[src/rtl/ahb_pkg.sv]
// Shared AHB-Lite encodings and the BRAM controller state type.
package ahb_pkg;

  localparam logic [1:0] HTRANS_IDLE   = 2'd0;
  localparam logic [1:0] HTRANS_BUSY   = 2'd1;
  localparam logic [1:0] HTRANS_NONSEQ = 2'd2;
  localparam logic [1:0] HTRANS_SEQ    = 2'd3;

  localparam logic [2:0] HSIZE_BYTE  = 3'd0;
  localparam logic [2:0] HSIZE_HALF  = 3'd1;
  localparam logic [2:0] HSIZE_WORD  = 3'd2;
  localparam logic [2:0] HSIZE_DWORD = 3'd3;

  typedef enum logic [2:0] {
    ST_IDLE = 3'd0,
    ST_WR   = 3'd1,
    ST_RD   = 3'd2,
    ST_ERR1 = 3'd3,
    ST_ERR2 = 3'd4
  } state_e;

endpackage

[src/rtl/ahb_strb_gen.sv]
// Byte-lane strobe and alignment check for one AHB address phase.
module ahb_strb_gen
  import ahb_pkg::*;
#(
  parameter int DATA_W = 32,
  localparam int NB = DATA_W / 8,
  localparam int LW = $clog2(NB)
) (
  input  logic [LW-1:0] addr_lo,
  input  logic [2:0]    hsize,
  output logic [NB-1:0] strb,
  output logic          misalign
);

  // Lane mask shifted to the addressed byte; oversize is judged by the caller
  always_comb begin
    strb     = '0;
    misalign = 1'b0;
    case (hsize)
      HSIZE_BYTE: begin
        strb     = NB'(1'b1) << addr_lo;
        misalign = 1'b0;
      end
      HSIZE_HALF: begin
        strb     = NB'(2'b11) << addr_lo;
        misalign = addr_lo[0];
      end
      HSIZE_WORD: begin
        strb     = NB'(4'hF) << addr_lo;
        misalign = |addr_lo[1:0];
      end
      HSIZE_DWORD: begin
        strb     = '1;
        misalign = |addr_lo;
      end
      default: begin
        strb     = '0;
        misalign = 1'b0;
      end
    endcase
  end

endmodule

[src/rtl/ahb_bram_ctrl.sv]
// AHB-Lite slave in front of one synchronous BRAM port, with ERROR responses.
// Optional write protection of the low WP_WORDS words: define AHB_BRAM_WPROT_EN.
module ahb_bram_ctrl
  import ahb_pkg::*;
#(
  parameter int DATA_W   = 32,
  parameter int DEPTH    = 1024,
  parameter int ADDR_W   = 32,
  parameter int RD_LAT   = 1,
  parameter int WP_WORDS = 256,
  localparam int NB      = DATA_W / 8,
  localparam int IDX_W   = $clog2(DEPTH)
) (
  input  logic              hclk,
  input  logic              hreset_n,
  input  logic              hsel,
  input  logic [ADDR_W-1:0] haddr,
  input  logic [1:0]        htrans,
  input  logic              hwrite,
  input  logic [2:0]        hsize,
  input  logic [DATA_W-1:0] hwdata,
  output logic [DATA_W-1:0] hrdata,
  output logic              hready,
  output logic              hresp,
  output logic              bram_en,
  output logic [NB-1:0]     bram_we,
  output logic [IDX_W-1:0]  bram_addr,
  output logic [DATA_W-1:0] bram_din,
  input  logic [DATA_W-1:0] bram_dout
);

  localparam int LW     = $clog2(NB);
  localparam int IDXF_W = ADDR_W - LW;

  if (!(DATA_W == 32 || DATA_W == 64)) begin : g_bad_data_w
    $error("ahb_bram_ctrl: DATA_W must be 32 or 64");
  end
  if (!(RD_LAT == 1 || RD_LAT == 2)) begin : g_bad_rd_lat
    $error("ahb_bram_ctrl: RD_LAT must be 1 or 2");
  end
  if (WP_WORDS < 0) begin : g_bad_wp_words
    $error("ahb_bram_ctrl: WP_WORDS must not be negative");
  end

  state_e             state_r;
  state_e             state_n_s;
  logic [IDX_W-1:0]   idx_r;
  logic [NB-1:0]      strb_r;
  logic [1:0]         cnt_r;
  logic               rd_done_r;
  logic [DATA_W-1:0]  hrdata_hold_r;

  logic               trans_valid_s;
  logic               accept_s;
  logic               err_s;
  logic               misalign_s;
  logic               oversize_s;
  logic               range_s;
  logic               wprot_s;
  logic               last_rd_s;
  logic [NB-1:0]      strb_s;
  logic [IDXF_W-1:0]  idx_full_s;

  ahb_strb_gen #(.DATA_W(DATA_W)) u_strb_gen (
    .addr_lo  (haddr[LW-1:0]),
    .hsize    (hsize),
    .strb     (strb_s),
    .misalign (misalign_s)
  );

  assign idx_full_s = haddr[ADDR_W-1:LW];
  assign oversize_s = (hsize > 3'(LW));
  assign range_s    = (idx_full_s >= IDXF_W'(DEPTH));
`ifdef AHB_BRAM_WPROT_EN
  assign wprot_s    = hwrite && (idx_full_s < IDXF_W'(WP_WORDS));
`else
  assign wprot_s    = 1'b0;
`endif
  assign err_s      = misalign_s || oversize_s || range_s || wprot_s;
  assign accept_s   = hsel && trans_valid_s && hready;
  assign last_rd_s  = (state_r == ST_RD) && (cnt_r == 2'(RD_LAT));

  // Only NONSEQ/SEQ start a transfer
  always_comb begin
    trans_valid_s = 1'b0;
    case (htrans)
      HTRANS_IDLE, HTRANS_BUSY:  trans_valid_s = 1'b0;
      HTRANS_NONSEQ, HTRANS_SEQ: trans_valid_s = 1'b1;
      default:                   trans_valid_s = 1'b0;
    endcase
  end

  // Next state: WR and ERR2 end with hready high, so they may accept like IDLE
  always_comb begin
    state_n_s = state_r;
    case (state_r)
      ST_IDLE, ST_WR, ST_ERR2: begin
        if (accept_s) begin
          if (err_s) begin
            state_n_s = ST_ERR1;
          end else if (hwrite) begin
            state_n_s = ST_WR;
          end else begin
            state_n_s = ST_RD;
          end
        end else begin
          state_n_s = ST_IDLE;
        end
      end
      ST_RD: begin
        if (last_rd_s) begin
          state_n_s = ST_IDLE;
        end else begin
          state_n_s = ST_RD;
        end
      end
      ST_ERR1: state_n_s = ST_ERR2;
      default: state_n_s = ST_IDLE;
    endcase
  end

  // Bus and RAM outputs decoded from registered state
  always_comb begin
    hready   = 1'b1;
    hresp    = 1'b0;
    bram_en  = 1'b0;
    bram_we  = '0;
    bram_din = '0;
    case (state_r)
      ST_WR: begin
        bram_en  = 1'b1;
        bram_we  = strb_r;
        bram_din = hwdata;
      end
      ST_RD: begin
        bram_en = 1'b1;
        hready  = 1'b0;
      end
      ST_ERR1: begin
        hready = 1'b0;
        hresp  = 1'b1;
      end
      ST_ERR2: hresp = 1'b1;
      ST_IDLE: hready = 1'b1;
      default: hready = 1'b1;
    endcase
  end

  assign bram_addr = idx_r;

  // RAM data is valid in the completing cycle; afterwards the latched copy is shown
  always_comb begin
    if (rd_done_r) begin
      hrdata = bram_dout;
    end else begin
      hrdata = hrdata_hold_r;
    end
  end

  // State, captured address phase, latency counter and read-data hold
  always_ff @(posedge hclk or negedge hreset_n) begin
    if (!hreset_n) begin
      state_r       <= ST_IDLE;
      idx_r         <= '0;
      strb_r        <= '0;
      cnt_r         <= 2'd0;
      rd_done_r     <= 1'b0;
      hrdata_hold_r <= '0;
    end else begin
      state_r <= state_n_s;
      if (accept_s && !err_s) begin
        idx_r  <= idx_full_s[IDX_W-1:0];
        strb_r <= strb_s;
      end
      cnt_r     <= (state_r == ST_RD) ? cnt_r + 2'd1 : 2'd1;
      rd_done_r <= last_rd_s;
      if (rd_done_r) begin
        hrdata_hold_r <= bram_dout;
      end
    end
  end

endmodule

[config.mk]
export PLATFORM = sky130hd
export DESIGN_NAME = ahb_bram_ctrl
export DESIGN_NICKNAME = d
export VERILOG_FILES = /design/src/rtl/ahb_pkg.sv /design/src/rtl/ahb_strb_gen.sv /design/src/rtl/ahb_bram_ctrl.sv
export SDC_FILE = /design/constraint.sdc
export NUM_CORES = 1
export LEC_CHECK = 0
export BUFFER_PORTS_ARGS = -buffer_cell sky130_fd_sc_hd__buf_2
export CORE_MARGIN = 2
export CORE_UTILIZATION = 40
export CTS_CLUSTER_SIZE = 10
export DETAILED_ROUTE_END_ITERATION = 16
export PLACE_DENSITY = 0.84
export SLEW_MARGIN = 40
export SYNTH_ARGS = -nofsm -noshare
export SYNTH_HDL_FRONTEND = slang
export SYNTH_SLANG_ARGS = --single-unit
[constraint.sdc]
create_clock -name hclk -period 2.1 [get_ports hclk]
set_clock_uncertainty 0.05 [all_clocks]
set_input_delay 0.315 -clock hclk [delete_from_list [all_inputs] [get_ports hclk]]
set_output_delay 0.315 -clock hclk [all_outputs]
set_load 0.03 [all_outputs]
==> results of run 1 <==
-- flip-flops by register name (all words and copies together) (netlist names) --
register and count:
cnt_r 2, rd_done_r 1, hrdata_hold_r 32, bram_addr 10, strb_r 4, state_r 3
-- synth_stat cells --
master	n
mux2_1	4
nor4b_1	1
nand4_4	1
or4_1	1
nor4_2	1
nor4_1	7
clkbuf_1	6
and2_1	39
a211oi_1	2
or4_4	1
o311a_1	2
nor3b_1	1
o22ai_1	1
buf_1	3
or2_2	1
nand2b_1	1
nor3_1	1
buf_6	1
mux2_2	32
nor2_1	6
mux2_4	10
or3_1	1
nand2_1	4
ha_1	1
nand3_1	2
and4_1	2
a21oi_1	3
a21o_1	2
inv_1	3
o21ai_0	2
a211o_1	1
dfrtp_1	52
a211oi_4	1
or2_0	1
nor2b_1	1
a31oi_1	1
-- report_power, final --
part | leakage, nW | internal [mW] | switching [mW]
clock | 0.0614 | 0.390 | 0.312
sequential | 0.646 | 1.33 | 0.0855
combinational | 1.31 | 0.716 | 1.34
total | 2.01 | 2.44 | 1.73
-- final cells by class --
class	count	area, um^2
timing repair buffer	190	1010
sequential	52	1300
inverter	3	11.3
clock buffer	6	82.6
fill	492	2300
tap	75	93.8
clock inverter	2	38.8
multi-input combinational	134	1160
-- cells in the final DEF, fill, tap and decap left out, types with 2 or more instances in the layout --
cell type	count
a211oi_1	2
a21o_1	2
a21oi_1	3
and2_1	39
and4_1	2
buf_12	3
buf_2	184
buf_4	2
clkbuf_8	6
dfrtp_1	52
inv_1	3
mux2_1	4
mux2_2	32
mux2_4	10
nand2_1	4
nand3_1	2
nor2_1	6
nor4_1	7
o21ai_0	2
o311a_1	2
-- per-stage QoR --
step                power (mW)  TNS (ns)
floorplan                 2.89         0
global route              4.42         0
CTS                       4.22         0
detailed placement        3.51   -0.0105
global placement          3.45         0
finish                    4.17         0
-- routing by layer --
layer  track usage (%)  part of all wire [%]  vias up
li1                  -                     -     1071
met1              23.8                    41      980
met2              33.1                    47      141
met3              4.97                   9.8       12
met4              5.81                   2.0        0
met5                 0                     0        -
-- repair_timing --
item,in CTS,in global routing
setup buffers,0,0
endpoints found under the hold margin,22,0
gates resized for setup,0,2
hold buffers,1,0
setup endpoints to repair,0,5
-- cells by family after synthesis --
group	Yosys count
compound gates	15
fa+ha+maj	1
buf+inv	13
flops	52
mux	46
simple gates	72
-- worst paths after layout --
check                                    end  slack [ns]  depth (start not counted)
hold / removal                  bram_addr[2]        0.21                          2
setup reg to reg                bram_addr[0]        0.29                          5
max in group asynchronous  hrdata_hold_r[21]        0.94                          3
min in group asynchronous       bram_addr[8]        0.50                          2
setup / recovery                  hrdata[20]        0.16                          3
hold reg to reg                     cnt_r[0]        0.40                          1
-- critical path: cells and delay by family, from the launching register on --
family   cells  cell delay, ns
flops        1            0.33
mux          1            0.41
buf+inv      2            0.53
==> results.txt, run 1 <==
Final net count = 492
CTS Sinks = 52
#FFs+latches synth = 52
GR Util All Layers = 19.3%
Largest family of logic cells by synthesized area = multiplexers
WS Path Type = reg -> out
Final WL = 6550 um
Slew Viols, Final = 0
Post-Syn Area = 2500 um^2
Io pins = 186
Fin area = 3690 um^2
Critical R2R Launch = state_r[1]
Sequential-to-total area share from yosys stat = 52.1%
Detail-routed net length per standard cell = 14.2 um
CP Max Fanout = 32
Adder-cell share of the synthesized area = 0.501%
Initial Utilization = 41.7%
Final worst slack = 0.156 ns
Simple-gate share of the synthesized area = 18.3%
RSZ-0062 raised after global routing = no
Synth top area share = 52.1%
Inserted Diodes = 0
Share of cells above drive strength 1 = 63.6%
Critical path's largest stage delay = 0.41 ns
First-pass GRT wire length = 10900 um
CTS H-tree depth = 2
Die area = 6900 um^2
Hold Path Class = in -> reg
Max VDD drop = 0.998 mV
Period utilization = 92.5%
Syn_area_per_cell = 12.6 um^2
Initial drt markers = 47
Core area = 5990 um^2
Max_slew headroom = 62.4%
XOR/XNOR Fraction of Synth Area = 0%
Vias per cell = 4.77
Vias in the first global route = 2250
PortBufs = 184
CP cell instances = buf_4 -> mux2_2 -> buf_2
Compound-Gate Fraction of Synth Area = 4.65%
Area Overhead vs Synth = 47.6%
DR vias = 2204
Worst EP required = 1.74 ns
Worst path slowest cell = mux2_2
Warnings, synthesis = 0
Hold_sp = haddr[4]
DRC = 0
Largest net degree at the start of global routing = 37
CTS tree = yes
Lkg Pwr = 2.01 nW
Max Cap Viol = 0
Post-Place Setup Slack = -0.0105 ns
Synth Net Count = 305
Critical path endpoint category = output port
DR pass1 iterations = 4
Worst Max-Slew Pin Slew = 0.565 ns
Total grt overflow = 0
Synth area leaders = dfrtp_1 (52%), mux2_2 (14%), and2_1 (9.8%)
Startpoint Class = register
RePlAce Congestion = 0.813
Hold Fails Final Rpt = 0
Yosys top cell by area = dfrtp_1
Worst Path Arrival = 1.58 ns
Initial antenna violation count = 0
WHS = 0.212 ns
Power per cell area = 1130 nW/um^2
Highest Clock Rate = 515 MHz
Multiplexer share of the synthesized area = 22.2%
ANT nets after route = 0
Cells after DPL = 453
Clock buffer depth = 2
Post-DP HPWL = 5310 um
Root Buffer = clkbuf_8
Clock slew at reported path FFs = 0.09 ns
Clock latency reported for the late side of the worst-skew pair = 0.30 ns
Synthesized netlist cell count = 199
Crit. Startpoint = rd_done_r
Die Span Y = 83.1 um
Fin cells = 462
CTS Buf Count = 5
Post-Place Cell Area = 3550 um^2
Post-layout min period = 1.94 ns
Site Rows = 28
Status = complete, no violations
Cell variety after synth = 36
Core Util, Final = 61.6%
Final Setup Violations = 0
Die span in x = 83.1 um
Note: power is estimated with default switching activity, not from simulation.
==> run 2, diff against run 1 <==
- PLACE_DENSITY: 0.84 -> 0.85
- SYNTH_HIERARCHICAL: unset -> 1
==> run 2 against run 1 <==
Effect of this change:
- first-iteration DRC count grew 60%
- sequential cell count is the same
- global-route usage shrank 1.3 points
- sequential share of layout area grew 0.73 points
- fmax shrank 1.3%
- critical path depth grew 2
- area after synthesis shrank 4.1%
- die area shrank 3.9%
- final area shrank 1.9%
- total power shrank 0.77%
- synthesized cell count shrank 6.0%
- critical path type unchanged
==> results.txt, run 2 <==
ANT nets after route = 0 (unchanged)
Sequential-to-total area share from yosys stat = 54.3% (+2.2 points)
Period utilization = 93.7% (+1.2 points)
GR Util All Layers = 17.9% (-1.3 points)
Die Span Y = 81.4 um (-2.0%)
Most frequent cells in the layout = buf_2 (184), dfrtp_1 (51), mux2_2 (42)
Lkg Pwr = 2.00 nW (-0.71%)
Io pins = 186 (unchanged)
Total grt overflow = 0 (unchanged)
Synth Flop Type = dfrtp_1
Die area = 6630 um^2 (-3.9%)
Comb power frac = 46.5% (-2.7 points)
Max_slew headroom = 73.8% (+11 points)
Crit. Startpoint = state_r[0]
Critical path endpoint category = output port
Switching Fraction = 40.1% (-1.5 points)
Post-DP HPWL = 5100 um (-4.0%)
Top reg by flops = hrdata_hold_r
Synth area leaders = dfrtp_1 (54%), mux2_2 (20%), and2_1 (9.7%)
CTS Buf Count = 5 (unchanged)
Largest net degree at the start of global routing = 37 (unchanged)
Hold Fails Final Rpt = 0 (unchanged)
Worst Path Arrival = 1.60 ns (+0.02 ns)
Post-Place Cell Area = 3470 um^2 (-2.4%)
CTS tree = yes
Root Buffer = clkbuf_8
Worst EP required = 1.74 ns (about the same)
Warnings, synthesis = 6 (+6)
Total power = 4.14 mW (-0.77%)
Share of flip-flops with an asynchronous set or reset = 100% (unchanged)
Vias per cell = 4.65 (-2.5%)
R2R cell count = 5 (unchanged)
Initial antenna violation count = 0 (unchanged)
Fin area = 3620 um^2 (-1.9%)
First-pass GRT wire length = 9350 um (-14%)
Yosys top cell by area = dfrtp_1
Vias in the first global route = 2033 (-9.6%)
Power per cell area = 1140 nW/um^2 (+1.2%)
Clock buffer depth = 2 (unchanged)
Synth top area share = 54.3% (+2.2 points)
Startpoint Class = register
Filler cells = 514 (+4.5%)
EDFF count, synth = 0 (unchanged)
R2R setup slack = 0.28 ns (about the same)
Syn_area_per_cell = 12.8 um^2 (+2.1%)
WS Path Type = reg -> out
Worst Max-Slew Pin Slew = 0.389 ns (-0.175 ns)
Seq pwr share = 34.3% (+0.4 points)
Post-Syn Area = 2400 um^2 (-4.1%)
Core area = 5850 um^2 (-2.3%)
Inserted Diodes = 0 (unchanged)
Post-layout min period = 1.97 ns (+0.0248 ns)
RSZ-0062 raised after global routing = no
Most common cell in the netlist = dfrtp_1
DR pass1 iterations = 6 (+2)
Cell variety after synth = 32 (-11%)
Area Overhead vs Synth = 50.9%
RePlAce Congestion = 0.811 (-0.23%)
Site Rows = 28 (unchanged)
Synthesized netlist cell count = 187 (-6.0%)
Detail-routed net length per standard cell = 13.7 um (-3.3%)
Int Pwr = 2.48 mW (+1.7%)
Min-Delay Path Depth = 2 (unchanged)
CTS H-tree depth = 2 (unchanged)
Final WL = 6280 um (-4.1%)
Max reg flops = 32 (unchanged)
Hold Path Class = in -> reg
Top cells by count, synth = dfrtp_1 (52), mux2_2 (42), and2_1 (37), nor2_1 (5), nor4_1 (5)
Total net switching power = 1.66 mW (-4.3%)
Highest Clock Rate = 508 MHz (-1.3%)
CP Max Fanout = 36 (+13%)
Clock latency reported for the late side of the worst-skew pair = 0.29 ns (about the same)
Clock Power Share = 19.2% (+2.4 points)
#FFs+latches synth = 52 (unchanged)
Setup TNS = 0 ns (unchanged)
CTS Sinks = 52 (unchanged)
Hold_sp = haddr[11]
Die span in x = 81.4 um (-2.0%)
Critical R2R Launch = state_r[2]
Commonest non-fill, non-tap cell in the layout = buf_2
DRC = 0 (unchanged)
Synth Net Count = 293 (-3.9%)
PortBufs = 184 (unchanged)
Initial Utilization = 41.0% (-0.73 points)
Clock slew at reported path FFs = 0.09 ns (about the same)
DR vias = 2130 (-3.4%)
Status = complete, no violations
Initial drt markers = 75 (+60%)
Share of cells above drive strength 1 = 66.3% (+2.8 points)
Max Cap Viol = 0 (unchanged)
Slew Viols, Final = 0 (unchanged)
Final Setup Violations = 0 (unchanged)
Final net count = 488 (-0.81%)
Core Util, Final = 61.8% (+0.26 points)
Max VDD drop = 0.718 mV (-28%)
[run 2: changes by cell type in the layout (fill, tap and decap cells not counted), moves of 2 or more]
cell / previous run / this run
buf_4: 2 / 11
mux2_2: 32 / 42
mux2_4: 10 / 4
and2_1: 39 / 37
nor4_1: 7 / 5
buf_12: 3 / 1
o311a_1: 2 / 0
mux2_1: 4 / 0
nand2_1: 4 / 2
[run 2: routing by layer]
layer / GRT usage (%) / vias to the layer above / part of all wire, %
met2: 31.2 / 69 / 52
met3: 2.75 / 2 / 5.2
li1: - / 1033 / -
met1: 23.8 / 1026 / 42
met5: 0 / - / 0
met4: 3.73 / 0 / 0.41
[run 2: layout make-up]
cell class                 count  area (um^2)  area share, %
multi-input combinational    122         1030           28.4
inverter                       3         11.3          0.311
tap                           75         93.8           2.59
clock inverter                 3         68.8           1.90
sequential                    52         1300           36.0
timing repair buffer         198         1040           28.9
clock buffer                   5         68.8           1.90
[run 2: through the flow]
step | std cells | hold slack (ns) | worst slack [ns]
global route | 458 | 0.178 | 0.0287
CTS | 458 | 0.180 | 0.0398
floorplan | 187 | -0.0306 | 0.191
detailed placement | 449 | 0.121 | -0.128
finish | 458 | 0.196 | 0.132
global placement | 449 | 0.125 | -0.107
[run 2: kinds of logic after synthesis]
| family | share of synthesized area, % |
|---|---|
| DFF | 54.3 |
| and+or+nand+nor | 15.8 |
| xor gates and xnor gates | 0.365 |
| AOI/OAI and AO/OA | 3.76 |
| buffers and inverters | 3.08 |
| muxes | 22.2 |
| adders and majority gates | 0.522 |
[run 2: worst max-delay path: stages (launching register included)]
cell	delay, ns
dfrtp_2	0.43
inv_1	0.08
nor3_2	0.18
buf_6	0.23
and2_1	0.17
buf_2	0.20
[run 2: power by group through the flow]
| stage | registers, mW | clock network [mW] | logic [mW] |
|---|---|---|---|
| 3_3_place_gp | 1.42 | 0 | 1.89 |
| 2_1_floorplan | 1.40 | 0 | 1.38 |
| 6_report | 1.42 | 0.794 | 1.92 |
| 3_5_place_dp | 1.45 | 0 | 1.94 |
| 5_1_grt | 1.45 | 0.872 | 2.05 |
| 4_1_cts | 1.42 | 0.821 | 1.94 |
[run 2: worst paths after layout]
check                              endpoint
setup / recovery                bram_din[7]
hold / removal                 bram_addr[9]
setup reg to reg               bram_addr[4]
hold reg to reg                    cnt_r[0]
max in group asynchronous      bram_addr[4]
min in group asynchronous  hrdata_hold_r[1]
[run 2: timing repair]
item | CTS | global route
endpoints found under the hold margin | 7 | 0
resized for setup | 0 | 2
setup buffers | 0 | 0
hold buffers | 1 | 0
endpoints found under the setup margin | 0 | 36
==> run 3, diff against run 2 <==
- ABC_AREA: unset -> 1
- CORE_UTILIZATION: 40 -> 41
==> run 3 against run 2 <==
Effect of this change:
- total power is 3.9% lower
- cell count is 19% higher
- via count is 16% higher
- wire length is 4.5% higher
- worst setup slack worse by 0.0082 ns
- sequential share of layout area is 0.61 points lower
- synthesized cell count is 52% higher
- critical path type unchanged
- highest routed layer unchanged
==> results.txt, run 3 <==
Synth area leaders = dfrtp_1 (51%), mux2_1 (13%), nor2_1 (7.3%)
Max VDD drop = 1.08 mV (+51%)
Root Buffer = clkbuf_8
EDFF count, synth = 0 (unchanged)
CTS H-tree depth = 2 (unchanged)
RSZ-0062 raised after global routing = no
Final WL = 6560 um (+4.5%)
Clock buffer depth = 2 (unchanged)
Worst EP required = 1.74 ns (about the same)
Highest Clock Rate = 506 MHz (-0.41%)
WP depth = 3 (-2)
Max reg flops = 32 (unchanged)
Hold Fails Final Rpt = 0 (unchanged)
Top reg by flops = hrdata_hold_r
ANT nets after route = 0 (unchanged)
Startpoint Class = register
PortBufs = 184 (unchanged)
Min-Delay Path Depth = 3 (+1)
Power per cell area = 1080 nW/um^2 (-5.4%)
Vias per cell = 4.56 (-2.0%)
CP Max Fanout = 27 (-25%)
R2R cell count = 7 (+2)
Site Rows = 28 (unchanged)
DR pass1 iterations = 4 (-2)
Buf/Inv on CP = 2 (-1)
Synth Net Count = 390 (+33%)
First-pass GRT wire length = 11000 um (+18%)
CTS tree = yes
Sequential-to-total area share from yosys stat = 50.6% (-3.7 points)
Io pins = 186 (unchanged)
CP cell instances = buf_12 -> mux2_1 -> buf_2
Final Setup Violations = 0 (unchanged)
Post-DP HPWL = 5430 um (+6.5%)
Initial Utilization = 43.0% (+2.0 points)
Detail-routed net length per standard cell = 12.1 um (-12%)
Setup TNS = 0 ns (unchanged)
CP delay by family, top = flip-flops
GR Util All Layers = 19.2% (+1.3 points)
Critical R2R Launch = state_r[2]
DRC = 0 (unchanged)
Critical path's largest stage delay = 0.52 ns (+0.09 ns)
Final net count = 574 (+18%)
Clock latency reported for the late side of the worst-skew pair = 0.29 ns (about the same)
Yosys top cell by area = dfrtp_1
Die span in x = 83.2 um (+2.2%)
Cell variety after synth = 25 (-22%)
Post-layout min period = 1.98 ns (+0.00819 ns)
WS Path Type = reg -> out
Max Cap Viol = 0 (unchanged)
Clock slew at reported path FFs = 0.09 ns (about the same)
Post-Syn Area = 2570 um^2 (+7.3%)
Largest net degree at the start of global routing = 39 (+5.4%)
Die area = 6930 um^2 (+4.5%)
Area Overhead vs Synth = 42.9%
Most frequent cells in the layout = buf_2 (184), dfrtp_1 (52), nor2_1 (50)
Synthesized netlist cell count = 284 (+52%)
Period utilization = 94.1% (+0.39 points)
RePlAce Congestion = 0.843 (+3.9%)
Crit. Startpoint = rd_done_r
Vias in the first global route = 2423 (+19%)
Hold Path Class = in -> reg
Critical path endpoint category = output port
CTS Buf Count = 5 (unchanged)
#FFs+latches synth = 52 (unchanged)
Post-CTS sizing = 0 (unchanged)
Initial antenna violation count = 0 (unchanged)
Hold_sp = haddr[7]
Max_slew headroom = 60.3% (-13 points)
Syn_area_per_cell = 9.06 um^2 (-29%)
Total grt overflow = 0 (unchanged)
Share of cells above drive strength 1 = 45.4% (-21 points)
CTS Sinks = 52 (unchanged)
Inserted Diodes = 0 (unchanged)
DR vias = 2480 (+16%)
Commonest non-fill, non-tap cell in the layout = buf_2
Lkg Pwr = 2.25 nW (+13%)
Initial drt markers = 57 (-24%)
Worst path slowest cell = dfrtp_1
Share of flip-flops with an asynchronous set or reset = 100% (unchanged)
Core Util, Final = 61.4% (-0.47 points)
Worst Max-Slew Pin Slew = 0.595 ns (+0.206 ns)
Core area = 5990 um^2 (+2.4%)
Status = complete, no violations
Warnings, synthesis = 6 (unchanged)
Worst Path Arrival = 1.61 ns (about the same)
Most common cell in the netlist = dfrtp_1
Slew Viols, Final = 0 (unchanged)
Top cells by count, synth = dfrtp_1 (52), nor2_1 (50), nand2_1 (48), inv_1 (45), mux2_1 (30)
Die Span Y = 83.2 um (+2.2%)
Synth top area share = 50.6% (-3.7 points)
Synth Flop Type = dfrtp_1
run 3: worst register-to-register path, cell delays in order (launching register included):
cell,delay (ns)
dfrtp_1,0.39
inv_2,0.06
nand2_2,0.06
nand3_2,0.08
inv_2,0.24
nand4_4,0.26
nand2_1,0.14
nand2_1,0.07
run 3: final cells by class:
cell class                 instances  area, um^2
inverter                          51         191
clock buffer                       6        82.6
sequential                        52        1300
fill                             541        2310
clock inverter                     2        15.0
timing repair buffer             188         978
multi-input combinational        170        1010
tap                               75        93.8
run 3: report_power, final:
group / total (mW) / internal [mW] / switching [mW]
Clock: 0.578 / 0.267 / 0.311
Sequential: 1.42 / 1.33 / 0.0930
Combinational: 1.98 / 0.618 / 1.36
run 3: layer usage:
layer | track usage (%) | vias to the layer above | routed length, um
met5 | 0 | - | 0
met3 | 4.67 | 4 | 461
met1 | 22.3 | 1145 | 2550
met4 | 4.32 | 0 | 30
li1 | - | 1236 | -
met2 | 35.6 | 95 | 3520
run 3: cell families after synthesis:
group                      count (synthesis)  share of synthesized area (%)
and+or+nand+nor                          131                           23.5
buffers and inverters                     62                           10.0
DFF                                       52                           50.6
muxes                                     32                           14.0
AOI/OAI and AO/OA                          6                           1.46
adders and majority gates                  1                          0.486
run 3: metrics by stage:
step / instance area, um^2 / worst slack, ns / cells / hold WS [ns] / power [mW]
after floorplan: 2570 / 0.468 / 284 / -0.0306 / 2.81
after global placement: 3570 / 0.442 / 535 / 0.289 / 3.37
after detailed placement: 3570 / 0.416 / 535 / 0.305 / 3.46
after CTS: 3680 / 0.0870 / 544 / 0.177 / 4.04
after global routing: 3680 / 0.00897 / 544 / 0.191 / 4.22
final: 3680 / 0.124 / 544 / 0.186 / 3.98
run 3: worst paths after layout:
kind	end	slack, ns
worst max-delay path	hrdata[18]	0.12
worst min-delay path	bram_addr[5]	0.19
worst max register to register	bram_addr[0]	0.65
worst min register to register	cnt_r[0]	0.40
max in group asynchronous	hrdata_hold_r[23]	0.93
min in group asynchronous	hrdata_hold_r[24]	0.52
run 3: what timing repair did:
action,CTS,global route
endpoints found under the hold margin,25,0
hold buffers,1,0
setup buffers,0,0
